===== src/rtl/mac_tile_scheduler.sv =====
// mac_tile_scheduler: steps one tile through operand fetch, MAC issue, partial-sum latch and PPU drain
module mac_tile_scheduler #(
    parameter int CALC_COUNT = 4,
    parameter int K_W        = 8
) (
    input  logic           clk,
    input  logic           rst,
    input  logic           cfg_valid,
    output logic           cfg_ready,
    input  logic [1:0]     cfg_mode,
    input  logic [K_W-1:0] cfg_k_steps,
    output logic           err_cfg,
    output logic           buf_req,
    output logic [K_W-1:0] buf_addr,
    input  logic           buf_ack,
    output logic           mac_valid,
    output logic           mac_int8,
    output logic           mac_int4,
    output logic           mac_vsq,
    output logic           acc_start,
    output logic           acc_mac_done,
    output logic           acc_ppu,
    input  logic           acc_done,
    output logic           busy,
    output logic           tile_done
);
    localparam int CW = $clog2(CALC_COUNT + 1);
    typedef enum logic [2:0] {IDLE, FETCH, ISSUE, WAIT, DRAIN, DONE} state_t;
    state_t state, state_n;
    logic [K_W-1:0] k_idx, k_idx_n, k_num, k_num_n;
    logic [1:0] mode, mode_n;
    logic [CW-1:0] cnt, cnt_n;
    logic cfg_ok, last_cnt, pre_cnt, last_k;
    assign cfg_ok   = cfg_mode != 2'b11 && cfg_k_steps != '0;
    assign last_cnt = cnt == CW'(CALC_COUNT - 1);
    // outputs are registered, so the pulses due at cnt==CALC_COUNT-1 are launched one count early
    assign pre_cnt  = cnt == CW'(CALC_COUNT - 2);
    assign last_k   = k_idx == k_num - K_W'(1);
    always_comb begin
        state_n = state;
        k_idx_n = k_idx;
        k_num_n = k_num;
        mode_n  = mode;
        cnt_n   = cnt;
        unique case (state)
            IDLE: if (cfg_valid && cfg_ok) begin
                state_n = FETCH;
                k_idx_n = '0;
                k_num_n = cfg_k_steps;
                mode_n  = cfg_mode;
            end
            FETCH: state_n = buf_ack ? ISSUE : FETCH;
            ISSUE: begin
                state_n = WAIT;
                cnt_n   = '0;
            end
            WAIT: begin
                cnt_n = cnt + CW'(1);
                if (last_cnt) begin
                    state_n = last_k ? DRAIN : FETCH;
                    k_idx_n = last_k ? k_idx : k_idx + K_W'(1);
                end
            end
            DRAIN: state_n = acc_done ? DONE : DRAIN;
            DONE: state_n = IDLE;
            default: state_n = IDLE;
        endcase
    end
    always_ff @(posedge clk or posedge rst) begin
        if (rst) begin
            state        <= IDLE;
            k_idx        <= '0;
            k_num        <= '0;
            mode         <= '0;
            cnt          <= '0;
            cfg_ready    <= 1'b1;
            err_cfg      <= 1'b0;
            buf_req      <= 1'b0;
            buf_addr     <= '0;
            mac_valid    <= 1'b0;
            mac_int8     <= 1'b0;
            mac_int4     <= 1'b0;
            mac_vsq      <= 1'b0;
            acc_start    <= 1'b0;
            acc_mac_done <= 1'b0;
            acc_ppu      <= 1'b0;
            busy         <= 1'b0;
            tile_done    <= 1'b0;
        end else begin
            state        <= state_n;
            k_idx        <= k_idx_n;
            k_num        <= k_num_n;
            mode         <= mode_n;
            cnt          <= cnt_n;
            cfg_ready    <= state_n == IDLE;
            err_cfg      <= state == IDLE && cfg_valid && !cfg_ok;
            buf_req      <= state_n == FETCH;
            buf_addr     <= k_idx_n;
            mac_valid    <= state_n == ISSUE;
            mac_int8     <= state_n != IDLE && mode_n == 2'd0;
            mac_int4     <= state_n != IDLE && mode_n == 2'd1;
            mac_vsq      <= state_n != IDLE && mode_n == 2'd2;
            acc_start    <= state == IDLE && state_n == FETCH;
            acc_mac_done <= state == WAIT && pre_cnt;
            acc_ppu      <= state == WAIT && pre_cnt && last_k;
            busy         <= state_n != IDLE;
            tile_done    <= state_n == DONE;
        end
    end
endmodule

===== config.mk =====
export PLATFORM = sky130hd
export DESIGN_NAME = mac_tile_scheduler
export DESIGN_NICKNAME = d
export VERILOG_FILES = /design/src/rtl/mac_tile_scheduler.sv
export SDC_FILE = /design/constraint.sdc
export NUM_CORES = 1
export LEC_CHECK = 0
export ABC_AREA = 1
export CORE_MARGIN = 5
export CORE_UTILIZATION = 30
export DETAILED_ROUTE_END_ITERATION = 7
export PLACE_DENSITY_LB_ADDON = 0.15
export SLEW_MARGIN = 20
export SYNTH_ARGS = -nofsm -noshare
export SYNTH_HDL_FRONTEND = slang
export SYNTH_SLANG_ARGS = --single-unit

===== constraint.sdc =====
create_clock -name clk -period 2.3 [get_ports clk]
set_input_delay 0.46 -clock clk [delete_from_list [all_inputs] [get_ports clk]]
set_output_delay 0.46 -clock clk [all_outputs]
set_load 0.005 [all_outputs]

---- Yosys cells after proc, flatten, opt, wreduce, memory -nomap -nowiden ----
Cells that the tools add are included.
storage, ports and cells
  output and inout bits ................... 20
  word-level logic and storage cells ...... 69
  flip-flop bits (word level) ............. 36
  input port bits ......................... 15
operators by class
  equality and inequality tests ........... 16
  mux-type cells .......................... 13
  add/sub/neg operators ................... 3
  reduce and logical (&&, ||, !) cells .... 20
operators by type and width
  cell                                                                   count
  8-bit 2-to-1 mux                                                       3
  8-bit one-hot mux with 2 select lines                                  1
  3-bit by 2-bit equality test with 1-bit output, second input constant  5
  3-bit one-hot mux with 5 select lines                                  1
  1-bit logical AND                                                      10
  3-bit 2-to-1 mux                                                       3
  8-bit by 1-bit adder with 8-bit output, second input constant          1
  8-bit equality test                                                    1
  2-bit != test, second input constant                                   4
  8-bit nonzero test                                                     1
  8-bit by 1-bit subtractor with 8-bit output, second input constant     1
  3-bit by 1-bit equality test with 1-bit output, second input constant  2
  3-bit equality test, second input constant                             2
  3-bit logical NOT                                                      2
  2-bit 2-to-1 mux                                                       3
  3-bit one-hot mux with 2 select lines                                  1
  4-bit AND reduction                                                    1
  2-bit nonzero test                                                     2
  3-bit by 1-bit adder with 3-bit output, second input constant          1
  3-bit nonzero test                                                     1
  2-bit by 1-bit equality test with 1-bit output, second input constant  1
  2-bit equality test, second input constant                             1
  2-bit logical NOT                                                      1
  2-bit AND reduction                                                    1
  other kinds (2)                                                        2

---- Longest topological paths before layout ----
Gate-level depths: netlist of the first run.
  depth in word-level cells ............... 7
  mapped depth ............................ 14

---- Worst setup path before layout of the first run ----
No wires, ideal clock.
  kind .................................... register to register
  from .................................... reg k_num[0]
  to ...................................... reg mac_int4
  arrival time ............................ 1581 ps
  data required time ...................... 2178 ps
  path slack .............................. 597 ps
  clock period less this slack ............ 1703 ps
  buffers on the path ..................... 0
  setup time .............................. 122 ps
  stages on the path, launching flop included .. 15
  cells stage by stage .................... dfrtp_1 > inv_1 > ha_1 > inv_1 > nand2_1 > nand2_1 > nand2_1 > nor2_1 > nand3_1 > nor2_1 > nand3_2 > nand2_2 > nand3_1 > nor2_2 > nor2_1
on the way
  longest elaborated chain between the ends .. 7
RTL lines
  what                                         RTL line  RTL
  from (decl)                                  30        logic [K_W-1:0] k_idx, k_idx_n, k_num, k_num_n;
  from (signal assigned)                       92        k_num <= k_num_n;
  8-bit by 1-bit subtractor with 8-bit output  38        assign last_k = k_idx == k_num - K_W'(1);
  8-bit equality test                          38
  3-bit 2-to-1 mux                             60        state_n = last_k ? DRAIN : FETCH;
  3-bit 2-to-1 mux                             59        if (last_cnt) begin
  3-bit one-hot mux with 5 select lines        45        unique case (state)
  3-bit nonzero test                           101       mac_int4 <= state_n != IDLE && mode_n == 2'd1;
  1-bit logical AND                            101
  to (signal assigned)                         82        mac_int4 <= 1'b0;
  to (signal assigned)                         101
  to (decl)                                    18        output logic mac_int4,
No other way between the ends.
A chain may end at the register's enable or synchronous reset.

---- Worst setup path after layout of the first run ----
  from .................................... in cfg_k_steps[3]
  to ...................................... reg k_idx[2]
on the way
  longest elaborated chain between the ends .. 5
RTL lines
  what                           RTL line  RTL
  from (decl)                    11        input logic [K_W-1:0] cfg_k_steps,
  8-bit nonzero test             34        assign cfg_ok = cfg_mode != 2'b11 && cfg_k_steps != '0;
  1-bit logical AND              34
  1-bit logical AND              46        IDLE: if (cfg_valid && cfg_ok) begin
  2-bit != test (no line)        n/a
  4-bit AND reduction (no line)  n/a
  to (signal assigned)           91        k_idx <= k_idx_n;
  to (decl)                      30
No other way between the ends.

==> results of run 1 <==
[through the flow]
step	area [um2]	util	hold slack (ns)	setup slack, ns	power [mW]
2_1_floorplan	1890	-	0.432	0.597	1.71
3_3_place_gp	2330	0.374	0.465	-0.0322	2.08
3_5_place_dp	2330	0.374	0.456	0.000658	2.08
4_1_cts	2450	0.392	0.488	0.249	2.67
5_1_grt	2450	0.392	0.500	0.0384	2.89
6_report	2450	0.392	0.486	0.304	2.62
[layer usage]
layer	up-vias	global-route usage
met3	7	0.0461
met4	0	0.0406
met5	-	0
met2	30	0.196
li1	836	-
met1	721	0.160
[cells by family (layout without fill, tap and decap cells)]
group	Yosys count	in the layout	synth area share
AO/OA/AOI/OAI	21	21	0.0609
XOR/XNOR	6	6	0.0351
adder cells (fa/ha/maj)	5	5	0.0331
buffers and inverters	44	87	0.0939
flip-flops	36	36	0.477
AND/OR/NAND/NOR	130	130	0.300
[worst min-delay path by stage]
| stage | slack (ns) | depth (start not counted) | end |
|---|---|---|---|
| global placement | 0.46 | 1 | acc_ppu |
| detailed placement | 0.46 | 1 | acc_ppu |
| finish | 0.49 | 1 | acc_ppu |
| floorplan | 0.43 | 1 | acc_mac_done |
| global route | 0.50 | 1 | acc_ppu |
| CTS | 0.49 | 1 | acc_ppu |
[worst max-delay path: cells and delay by family]
| kind | cells | cell delay [ns] |
|---|---|---|
| buffers and inverters | 3 | 0.81 |
| AND/OR/NAND/NOR | 6 | 0.91 |
[cell usage after synthesis (3+ instances only)]
library cell / count
xor2_1: 4
dfrtp_1: 35
nor2_1: 23
inv_1: 38
o21ai_0: 14
nand3_1: 19
nand2_1: 71
nor4_1: 5
a21oi_1: 3
ha_1: 5
[flip-flops by register name (all words and copies together) (netlist names), 2 cells and up]
register and flops:
k_num 8, cnt 3, k_idx 8, state 3, mode 2
[power groups by stage]
stage / logic (mW) / clock network [mW] / registers, mW
final: 1.05 / 0.563 / 1.01
after global routing: 1.23 / 0.608 / 1.04
after floorplan: 0.723 / 0 / 0.987
after detailed placement: 1.06 / 0 / 1.02
after CTS: 1.07 / 0.587 / 1.01
after global placement: 1.06 / 0 / 1.03
[layout make-up]
cell class                 instances  area [um2]  area share
inverter                          41         154      0.0629
multi-input combinational        162         812       0.332
clock inverter                     3        42.5      0.0174
clock buffer                       5        68.8      0.0281
sequential                        36         902       0.369
tap                               77        96.3      0.0394
timing repair buffer              38         370       0.151
==> impl_table.tex, run 1 <==
\begin{tabular}{lr}
\hline
Metric & Value \\
\hline
\multicolumn{2}{l}{\textbf{Outcome}} \\
\quad Result of the run & finished clean \\
\multicolumn{2}{l}{\textbf{Logic synthesis}} \\
\quad Fraction of post-synthesis cell area in the top cell type by area & 0.463 \\
\quad Avg Cell Area, Syn & between 7 and 8 um2 \\
\quad \#FFs+latches synth & 36 \\
\quad Number of warning messages in the yosys log & 0 \\
\quad Ranking of synthesized cells by area & dfrtp\_1 46\%, nand2\_1 14\%, inv\_1 7.5\% \\
\quad Yosys top cell by area & dfrtp\_1 \\
\quad Distinct cells, synth & 30 \\
\quad Synth Instances & 242 \\
\quad Post-synthesis instance area & 1890 um2 \\
\quad Synth Net Count & 262 \\
\quad Register area share after synthesis & 0.477 \\
\quad Async S/R FF share, synth & 1.00 \\
\quad Most used flip-flop cell after synthesis & dfrtp\_1 \\
\quad Number of synthesized flops with an enable pin & 0 \\
\multicolumn{2}{l}{\textbf{Route}} \\
\quad Total length of routed met3 wires & 255 um \\
\quad Initial DRT Pass Iterations & 4 \\
\quad Final routed wirelength across all metal layers & about 4.3 mm \\
\quad Met2 WL post-DR & 1.98 mm \\
\quad Total DRC errors in the routed layout & 0 \\
\quad Detailed Route Iter0 Violations & between 40 and 50 \\
\quad Post-route ant nets & 0 \\
\quad Via density & 4.40 \\
\quad Uppermost layer routed & met4 \\
\quad Wire per inst & between 10 and 15 um \\
\quad Total number of vias & about 1600 \\
\quad Met1 wire length & 2.02 mm \\
\multicolumn{2}{l}{\textbf{STA}} \\
\quad Setup\_tns & 0 ns \\
\quad Peak Freq & 501 MHz \\
\quad Clock Skews & 0.00852 ns \\
\quad Final Slew Violations & 0 \\
\quad Period utilisation layout & 0.868 \\
\quad RSZ-0062 raised after global routing & false \\
\quad Fin crit period & 2.00 ns \\
\quad Max\_slew headroom & 0.691 \\
\quad Hold Violations, Final & 0 \\
\quad \# setup viols final & 0 \\
\quad Transition at the pin with the smallest max-transition slack & 0.464 ns \\
\multicolumn{2}{l}{\textbf{GRT}} \\
\quad Gr usage total & 0.125 \\
\quad Global-route wire length before repair & around 7.5 mm \\
\quad Largest net degree at the start of global routing & 37 \\
\quad Overflow after GRT & 0 \\
\quad Antenna violations before repair & 0 \\
\quad Vias in the first global route & roughly 1600 \\
\multicolumn{2}{l}{\textbf{Floorplanning}} \\
\quad Floorplan Core Area & about 6200 um2 \\
\quad Number of placement rows & 29 \\
\quad Starting Density & 0.303 \\
\quad Horiz. Die Dim & 89.4 um \\
\quad Number of top-level pins & 35 \\
\quad Chip height & just under 90 um \\
\quad Die area & 7990 um2 \\
\multicolumn{2}{l}{\textbf{CTS}} \\
\quad CTS H-Tree Depth & 2 \\
\quad Number of sinks on the clock net & 36 \\
\quad \# hold bufs at CTS & 0 \\
\quad Clk\_lat worst skew & 0.30 ns \\
\quad Clk Tree Root Cell & clkbuf\_8 \\
\quad Number of cells upsized or downsized after cts & 0 \\
\quad Number of post-CTS setup repair buffers & 0 \\
\quad CTS tree & done \\
\quad Largest buffer count on any clock path & 2 \\
\quad Total clock buffers created by CTS & 5 \\
\quad Clock-pin slew on the worst setup and hold paths & approximately 0.080 ns \\
\multicolumn{2}{l}{\textbf{Critical path}} \\
\quad Capturing element type of the critical path & flop \\
\quad Flop2flop setup slack & 0.31 ns \\
\quad Data arrival time of the critical path & 2.18 ns \\
\quad CP max stage cell & clkdlybuf4s50\_1 \\
\quad Startpoint of the lowest-slack register-to-register path & k\_num[0] \\
\quad R2R Path End & k\_idx[2] \\
\quad Cell-by-cell listing of the critical path & clkdlybuf4s50\_1, nor4\_1, buf\_4, nand2\_1, nand3\_1, buf\_4, nand2\_1, nand2\_1, nand2\_1 \\
\quad Biggest fanout along the worst timing path & 10 \\
\quad Peak per-stage delay on the critical path & 0.43 ns \\
\quad Required time of the worst setup path & 2.49 ns \\
\quad Worst R2R Path Depth & 14 \\
\quad Critical Path End & k\_idx[2] \\
\quad Worst setup path startpoint & cfg\_k\_steps[3] \\
\quad Setup Crit Path Kind & primary input to flop \\
\quad Category of the worst setup path launch point & primary input \\
\quad Cell mode on critical path & nand2\_1 \\
\multicolumn{2}{l}{\textbf{Power and ir drop}} \\
\quad Reg power frac & 0.385 \\
\quad Int Pwr & between 1.5 and 2 mW \\
\quad P per Cell Area & between 1000 and 1500 nW/um2 \\
\quad Logic pwr share & 0.401 \\
\quad Share of total power consumed by net switching & 0.377 \\
\quad Leakage component of the power & 1.22 nW \\
\quad Power share of the clock group & 0.215 \\
\quad Net load switching power & 0.988 mW \\
\quad Maximum resistive drop on vdd & between 0.4 and 0.5 mV \\
\multicolumn{2}{l}{\textbf{Final layout}} \\
\quad Total inserted antenna cells & 0 \\
\quad Layout cell share with drive strength beyond 1 & 0.0772 \\
\quad Leading cell type in the layout, fill and taps excluded & nand2\_1 \\
\quad Filler instances & 671 \\
\quad Net count of the finished layout & 304 \\
\quad Area Growth Syn to Fin & 29.3\% \\
\quad Cell Count, Final, Fillers Out & 362 \\
\quad Commonest cells after routing, fill and taps aside & 71 x nand2\_1, 38 x inv\_1, 35 x dfrtp\_1 \\
\multicolumn{2}{l}{\textbf{Hold path}} \\
\quad Worst min-delay path startpoint & cnt[2] \\
\quad Hold Crit Class & flop to flop \\
\multicolumn{2}{l}{\textbf{Place}} \\
\quad IO buf count & 34 \\
\quad Placed wire-length estimate after detailed placement & 3.14 mm \\
\quad Weighted congestion at the end of routability-driven global placement & 0.724 \\
\quad Cell count after placement & 354 \\
\multicolumn{2}{l}{\textbf{Run}} \\
\quad Max-cap violations & 0 \\
\hline
\end{tabular}
(Power assumes the default switching activity.)
==> run 2, diff against run 1 <==
CORE_MARGIN = unset   (was 5)
CTS_CLUSTER_SIZE = 14   (was unset)
==> impl_table.tex, run 2 (synthesis gave the netlist of run 1 again) <==
\begin{tabular}{lr}
\hline
Metric & Value \\
\hline
\multicolumn{2}{l}{\textbf{Power and ir drop}} \\
\quad Leakage component of the power & 1.22 nW (+0.35\%) \\
\quad Final Power & 2.63 mW (+0.23\%) \\
\quad Maximum resistive drop on vdd & 0.433 mV (+5.9\%) \\
\quad P per Cell Area & 1070 nW/um2 (about the same) \\
\multicolumn{2}{l}{\textbf{Outcome}} \\
\quad Result of the run & finished clean \\
\multicolumn{2}{l}{\textbf{STA}} \\
\quad Peak Freq & 493 MHz (-1.7\%) \\
\quad Clock Skews & 0.00196 ns (-0.00655 ns) \\
\quad \# setup viols final & 0 (unchanged) \\
\quad Fin crit period & 2.03 ns (+0.0342 ns) \\
\quad Transition at the pin with the smallest max-transition slack & 0.469 ns (+0.00537 ns) \\
\quad Setup\_tns & 0 ns (unchanged) \\
\quad Worst Hold Margin & 0.470 ns (-0.0161 ns) \\
\quad Max\_slew headroom & 0.687 (-0.00358) \\
\quad Final worst slack & 0.270 ns (-0.0342 ns) \\
\quad Final Slew Violations & 0 (unchanged) \\
\quad RSZ-0062 raised after global routing & false \\
\quad Hold Violations, Final & 0 (unchanged) \\
\quad Period utilisation layout & 0.883 (+0.0149) \\
\multicolumn{2}{l}{\textbf{Place}} \\
\quad IO buf count & 34 (unchanged) \\
\quad Placed cell areas & 2340 um2 (+0.21\%) \\
\quad Weighted congestion at the end of routability-driven global placement & 0.746 (+2.9\%) \\
\quad Placed wire-length estimate after detailed placement & 3.00 mm (-4.2\%) \\
\quad Worst setup timing slack at the placement stage & 0.0749 ns (+0.0742 ns) \\
\quad Cell count after placement & 353 (-0.28\%) \\
\multicolumn{2}{l}{\textbf{CTS}} \\
\quad Number of post-CTS setup repair buffers & 0 (unchanged) \\
\quad Clock-pin slew on the worst setup and hold paths & 0.08 ns (about the same) \\
\quad CTS tree & done \\
\quad Number of cells upsized or downsized after cts & 0 (unchanged) \\
\quad \# hold bufs at CTS & 0 (unchanged) \\
\quad Number of sinks on the clock net & 36 (unchanged) \\
\quad CTS H-Tree Depth & 2 (unchanged) \\
\quad Clk Tree Root Cell & clkbuf\_8 \\
\quad Clk\_lat worst skew & 0.29 ns (about the same) \\
\quad Total clock buffers created by CTS & 5 (unchanged) \\
\quad Largest buffer count on any clock path & 2 (unchanged) \\
\multicolumn{2}{l}{\textbf{Route}} \\
\quad Post-route ant nets & 0 (unchanged) \\
\quad Initial DRT Pass Iterations & 4 (unchanged) \\
\quad Via density & 4.35 (-1.1\%) \\
\quad Total DRC errors in the routed layout & 0 (unchanged) \\
\quad Wire per inst & 11.4 um (-4.1\%) \\
\quad Total number of vias & 1572 (-1.4\%) \\
\quad Detailed Route Iter0 Violations & 112 (+130\%) \\
\quad Final routed wirelength across all metal layers & 4.13 mm (-4.4\%) \\
\multicolumn{2}{l}{\textbf{Final layout}} \\
\quad Commonest cells after routing, fill and taps aside & 71 x nand2\_1, 38 x inv\_1, 35 x dfrtp\_1 \\
\quad Filler instances & 614 (-8.5\%) \\
\quad Largest registers ranked by flip-flop count & k\_idx (8), k\_num (8) \\
\quad Area Growth Syn to Fin & 29.6\% \\
\quad Net count of the finished layout & 305 (+0.33\%) \\
\quad Post-layout utilization of the core & 0.409 (+0.0172) \\
\quad Total inserted antenna cells & 0 (unchanged) \\
\quad Register Area & 902 um2 (unchanged) \\
\quad Multi-input combinational cell area & 812 um2 (unchanged) \\
\quad Cell Count, Final, Fillers Out & 361 (-0.28\%) \\
\quad Layout cell share with drive strength beyond 1 & 0.0804 (+0.00323) \\
\quad Leading cell type in the layout, fill and taps excluded & nand2\_1 \\
\quad Final design instance area without fill & 2450 um2 (+0.20\%) \\
\multicolumn{2}{l}{\textbf{Floorplanning}} \\
\quad Die area & 6630 um2 (-17\%) \\
\quad Horiz. Die Dim & 81.4 um (-8.9\%) \\
\quad Starting Density & 0.316 (+0.0127) \\
\quad Number of placement rows & 28 (-3.4\%) \\
\quad Floorplan Core Area & 5990 um2 (-4.0\%) \\
\quad Chip height & 81.4 um (-8.9\%) \\
\quad Number of top-level pins & 35 (unchanged) \\
\multicolumn{2}{l}{\textbf{Critical path}} \\
\quad Cell-by-cell listing of the critical path & inv\_1, ha\_1, nand3\_1, o21ai\_0, nand3\_1, nor2\_1, nand3\_2, nand3\_1, nand2\_1, nand2\_1, nand2\_1 \\
\quad Required time of the worst setup path & 2.49 ns (about the same) \\
\quad CP bufs+invs & 1 (-2) \\
\quad Biggest fanout along the worst timing path & 6 (-4) \\
\quad CP max stage cell & dfrtp\_1 \\
\quad Crit-path leading delay family & simple AND/OR/NAND/NOR gates \\
\quad Peak per-stage delay on the critical path & 0.38 ns (-0.05 ns) \\
\quad Capturing element type of the critical path & flop \\
\quad Data arrival time of the critical path & 2.22 ns (+0.04 ns) \\
\quad Setup Crit Path Kind & flop to flop \\
\quad Category of the worst setup path launch point & flop \\
\multicolumn{2}{l}{\textbf{GRT}} \\
\quad Global-route wire length before repair & 7.00 mm (-7.2\%) \\
\quad Gr usage total & 0.142 (+0.0170) \\
\quad Overflow after GRT & 0 (unchanged) \\
\quad Largest net degree at the start of global routing & 37 (unchanged) \\
\quad Vias in the first global route & 1524 (-5.8\%) \\
\quad Antenna violations before repair & 0 (unchanged) \\
\multicolumn{2}{l}{\textbf{Hold path}} \\
\quad Hold Crit Class & flop to flop \\
\multicolumn{2}{l}{\textbf{Run}} \\
\quad Max-cap violations & 0 (unchanged) \\
\hline
\end{tabular}
run 2: metal layers:
metal | track usage | share of wire | wire length, um
met1 | 0.186 | 0.48 | 1990
met2 | 0.221 | 0.46 | 1880
met3 | 0.0467 | 0.049 | 201
met5 | 0 | 0 | 0
met4 | 0.0429 | 0.012 | 51
run 2: area by class of cell:
cell class | instances | area share
Timing Repair Buffer | 39 | 0.154
Sequential cell | 36 | 0.368
Tap cell | 75 | 0.0383
Clock inverter | 3 | 0.0174
Clock buffer | 5 | 0.0281
Multi-Input combinational cell | 162 | 0.331
Inverter | 41 | 0.0628
run 2: final timing paths:
check | end | from | slack, ns | cells after the start
setup / recovery | k_idx[3] | k_num[0] | 0.27 | 11
setup reg to reg | k_idx[3] | k_num[0] | 0.27 | 11
hold / removal | acc_mac_done | cnt[2] | 0.47 | 1
min in group asynchronous | k_num[7] | rst | 0.58 | 3
hold reg to reg | acc_mac_done | cnt[2] | 0.47 | 1
max in group asynchronous | cfg_ready | rst | 1.38 | 3
run 2: power by group:
part,internal (mW),switching [mW]
registers,0.842,0.168
logic,0.476,0.581
clock network,0.321,0.241
total,1.64,0.990
==> run 3, diff against run 2 <==
RECOVER_POWER = 50   (was unset)
==> impl_table.tex, run 3 (synthesis gave the netlist of run 1 again) <==
\begin{tabular}{lr}
\hline
Metric & Value \\
\hline
\multicolumn{2}{l}{\textbf{Power and ir drop}} \\
\quad Reg power frac & 0.385 (about the same) \\
\quad Share of total power consumed by net switching & 0.378 (+0.000957) \\
\quad Power share of the clock group & 0.215 (about the same) \\
\quad Logic pwr share & 0.400 (-0.002) \\
\quad Net load switching power & 0.990 mW (about the same) \\
\quad Leakage component of the power & 1.24 nW (+1.3\%) \\
\quad P per Cell Area & 1070 nW/um2 (-0.25\%) \\
\quad Int Pwr & 1.63 mW (-0.50\%) \\
\quad Maximum resistive drop on vdd & 0.433 mV (-0.15\%) \\
\multicolumn{2}{l}{\textbf{Floorplanning}} \\
\quad Chip height & 81.4 um (unchanged) \\
\quad Floorplan Core Area & 5990 um2 (unchanged) \\
\quad Die area & 6630 um2 (unchanged) \\
\quad Starting Density & 0.316 (unchanged) \\
\quad Horiz. Die Dim & 81.4 um (unchanged) \\
\quad Number of placement rows & 28 (unchanged) \\
\quad Number of top-level pins & 35 (unchanged) \\
\multicolumn{2}{l}{\textbf{STA}} \\
\quad Setup\_tns & 0 ns (unchanged) \\
\quad Hold Violations, Final & 0 (unchanged) \\
\quad Fin crit period & 2.03 ns (-0.0000420 ns) \\
\quad \# setup viols final & 0 (unchanged) \\
\quad Final worst slack & 0.270 ns (+0.0000420 ns) \\
\quad Clock Skews & 0.00191 ns (-0.0000507 ns) \\
\quad RSZ-0062 raised after global routing & false \\
\quad Max\_slew headroom & 0.392 (-0.296) \\
\quad Final Slew Violations & 0 (unchanged) \\
\quad Period utilisation layout & 0.883 (about the same) \\
\quad Peak Freq & 493 MHz (about the same) \\
\quad Transition at the pin with the smallest max-transition slack & 0.913 ns (+0.444 ns) \\
\multicolumn{2}{l}{\textbf{Route}} \\
\quad Wire per inst & 11.4 um (-0.19\%) \\
\quad Final routed wirelength across all metal layers & 4.12 mm (-0.19\%) \\
\quad Total number of vias & 1574 (+0.13\%) \\
\quad Via density & 4.36 (+0.13\%) \\
\quad Post-route ant nets & 0 (unchanged) \\
\quad Initial DRT Pass Iterations & 4 (unchanged) \\
\quad Detailed Route Iter0 Violations & 112 (unchanged) \\
\quad Total DRC errors in the routed layout & 0 (unchanged) \\
\multicolumn{2}{l}{\textbf{Critical path}} \\
\quad Category of the worst setup path launch point & flop \\
\quad Setup Crit Path Kind & flop to flop \\
\quad Biggest fanout along the worst timing path & 6 (unchanged) \\
\quad Required time of the worst setup path & 2.49 ns (about the same) \\
\quad Capturing element type of the critical path & flop \\
\quad Data arrival time of the critical path & 2.22 ns (about the same) \\
\multicolumn{2}{l}{\textbf{Final layout}} \\
\quad Layout cell share with drive strength beyond 1 & 0.0804 (unchanged) \\
\quad Largest registers ranked by flip-flop count & k\_idx (8), k\_num (8) \\
\quad Commonest cells after routing, fill and taps aside & 71 x nand2\_1, 38 x inv\_1, 35 x dfrtp\_1 \\
\quad Leading cell type in the layout, fill and taps excluded & nand2\_1 \\
\quad Net count of the finished layout & 305 (unchanged) \\
\quad Final design instance area without fill & 2450 um2 (-0.10\%) \\
\quad Area Growth Syn to Fin & 29.4\% \\
\quad Post-layout utilization of the core & 0.409 (-0.000418) \\
\quad Total inserted antenna cells & 0 (unchanged) \\
\multicolumn{2}{l}{\textbf{Place}} \\
\quad Worst setup timing slack at the placement stage & 0.0749 ns (unchanged) \\
\quad Weighted congestion at the end of routability-driven global placement & 0.746 (unchanged) \\
\quad Placed cell areas & 2340 um2 (unchanged) \\
\quad IO buf count & 34 (unchanged) \\
\quad Placed wire-length estimate after detailed placement & 3.00 mm (unchanged) \\
\multicolumn{2}{l}{\textbf{CTS}} \\
\quad CTS tree & done \\
\quad Clock-pin slew on the worst setup and hold paths & 0.07 ns (about the same) \\
\quad CTS H-Tree Depth & 2 (unchanged) \\
\quad Number of sinks on the clock net & 36 (unchanged) \\
\quad Largest buffer count on any clock path & 2 (unchanged) \\
\quad Number of cells upsized or downsized after cts & 0 (unchanged) \\
\quad Clk\_lat worst skew & 0.29 ns (about the same) \\
\quad Number of post-CTS setup repair buffers & 0 (unchanged) \\
\quad Total clock buffers created by CTS & 5 (unchanged) \\
\quad \# hold bufs at CTS & 0 (unchanged) \\
\quad Clk Tree Root Cell & clkbuf\_8 \\
\multicolumn{2}{l}{\textbf{Outcome}} \\
\quad Result of the run & finished clean \\
\multicolumn{2}{l}{\textbf{Run}} \\
\quad Max-cap violations & 0 (unchanged) \\
\multicolumn{2}{l}{\textbf{Hold path}} \\
\quad Hold Crit Class & flop to flop \\
\multicolumn{2}{l}{\textbf{GRT}} \\
\quad Largest net degree at the start of global routing & 37 (unchanged) \\
\quad Vias in the first global route & 1524 (unchanged) \\
\quad Overflow after GRT & 0 (unchanged) \\
\quad Antenna violations before repair & 0 (unchanged) \\
\quad Gr usage total & 0.142 (unchanged) \\
\quad Global-route wire length before repair & 7.00 mm (unchanged) \\
\hline
\end{tabular}
==> run 3: metrics by stage <==
step	total power [mW]	std cells	hold WS, ns
floorplan	1.71	242	0.432
global placement	2.07	353	0.461
detailed placement	2.08	353	0.445
CTS	2.67	361	0.473
global route	2.87	361	0.487
finish	2.62	361	0.470
==> run 3: final cells by class <==
class / instances / area [um2]
Fill cell: 615 / 3540
Sequential cell: 36 / 902
Multi-Input combinational cell: 162 / 812
Timing Repair Buffer: 39 / 375
Inverter: 41 / 154
Tap cell: 75 / 93.8
Clock buffer: 5 / 68.8
Clock inverter: 3 / 42.5
==> run 3: power by group through the flow <==
stage	Combinational, mW	Sequential, mW	Clock, mW
CTS	1.08	1.01	0.581
global route	1.23	1.04	0.605
global placement	1.05	1.02	0
finish	1.05	1.01	0.562
floorplan	0.723	0.987	0
detailed placement	1.06	1.02	0
==> run 3: worst paths after layout <==
| path | start | end | slack (ns) | depth (start not counted) |
|---|---|---|---|---|
| setup / recovery | k_num[0] | k_idx[3] | 0.27 | 11 |
| hold / removal | cnt[2] | acc_mac_done | 0.47 | 1 |
| setup reg to reg | k_num[0] | k_idx[3] | 0.27 | 11 |
| hold reg to reg | cnt[2] | acc_mac_done | 0.47 | 1 |
| max in group asynchronous | rst | k_idx[1] | 0.86 | 3 |
| min in group asynchronous | rst | mac_int8 | 0.88 | 3 |
==> run 3: critical path, cell delays in order (launching register included) <==
cell	delay, ns
dfrtp_1	0.38
inv_1	0.13
ha_1	0.23
nand3_1	0.14
o21ai_0	0.21
nand3_1	0.11
nor2_1	0.13
nand3_2	0.14
nand3_1	0.14
nand2_1	0.17
nand2_1	0.10
nand2_1	0.05
==> run 3: routing by layer <==
metal | track usage | vias up | part of all wire | wire length [um]
met4 | 0.0429 | 0 | 0.012 | 51
met1 | 0.186 | 698 | 0.48 | 1990
met5 | 0 | - | 0 | 0
met3 | 0.0467 | 6 | 0.049 | 200
met2 | 0.221 | 28 | 0.46 | 1880
li1 | - | 842 | - | -
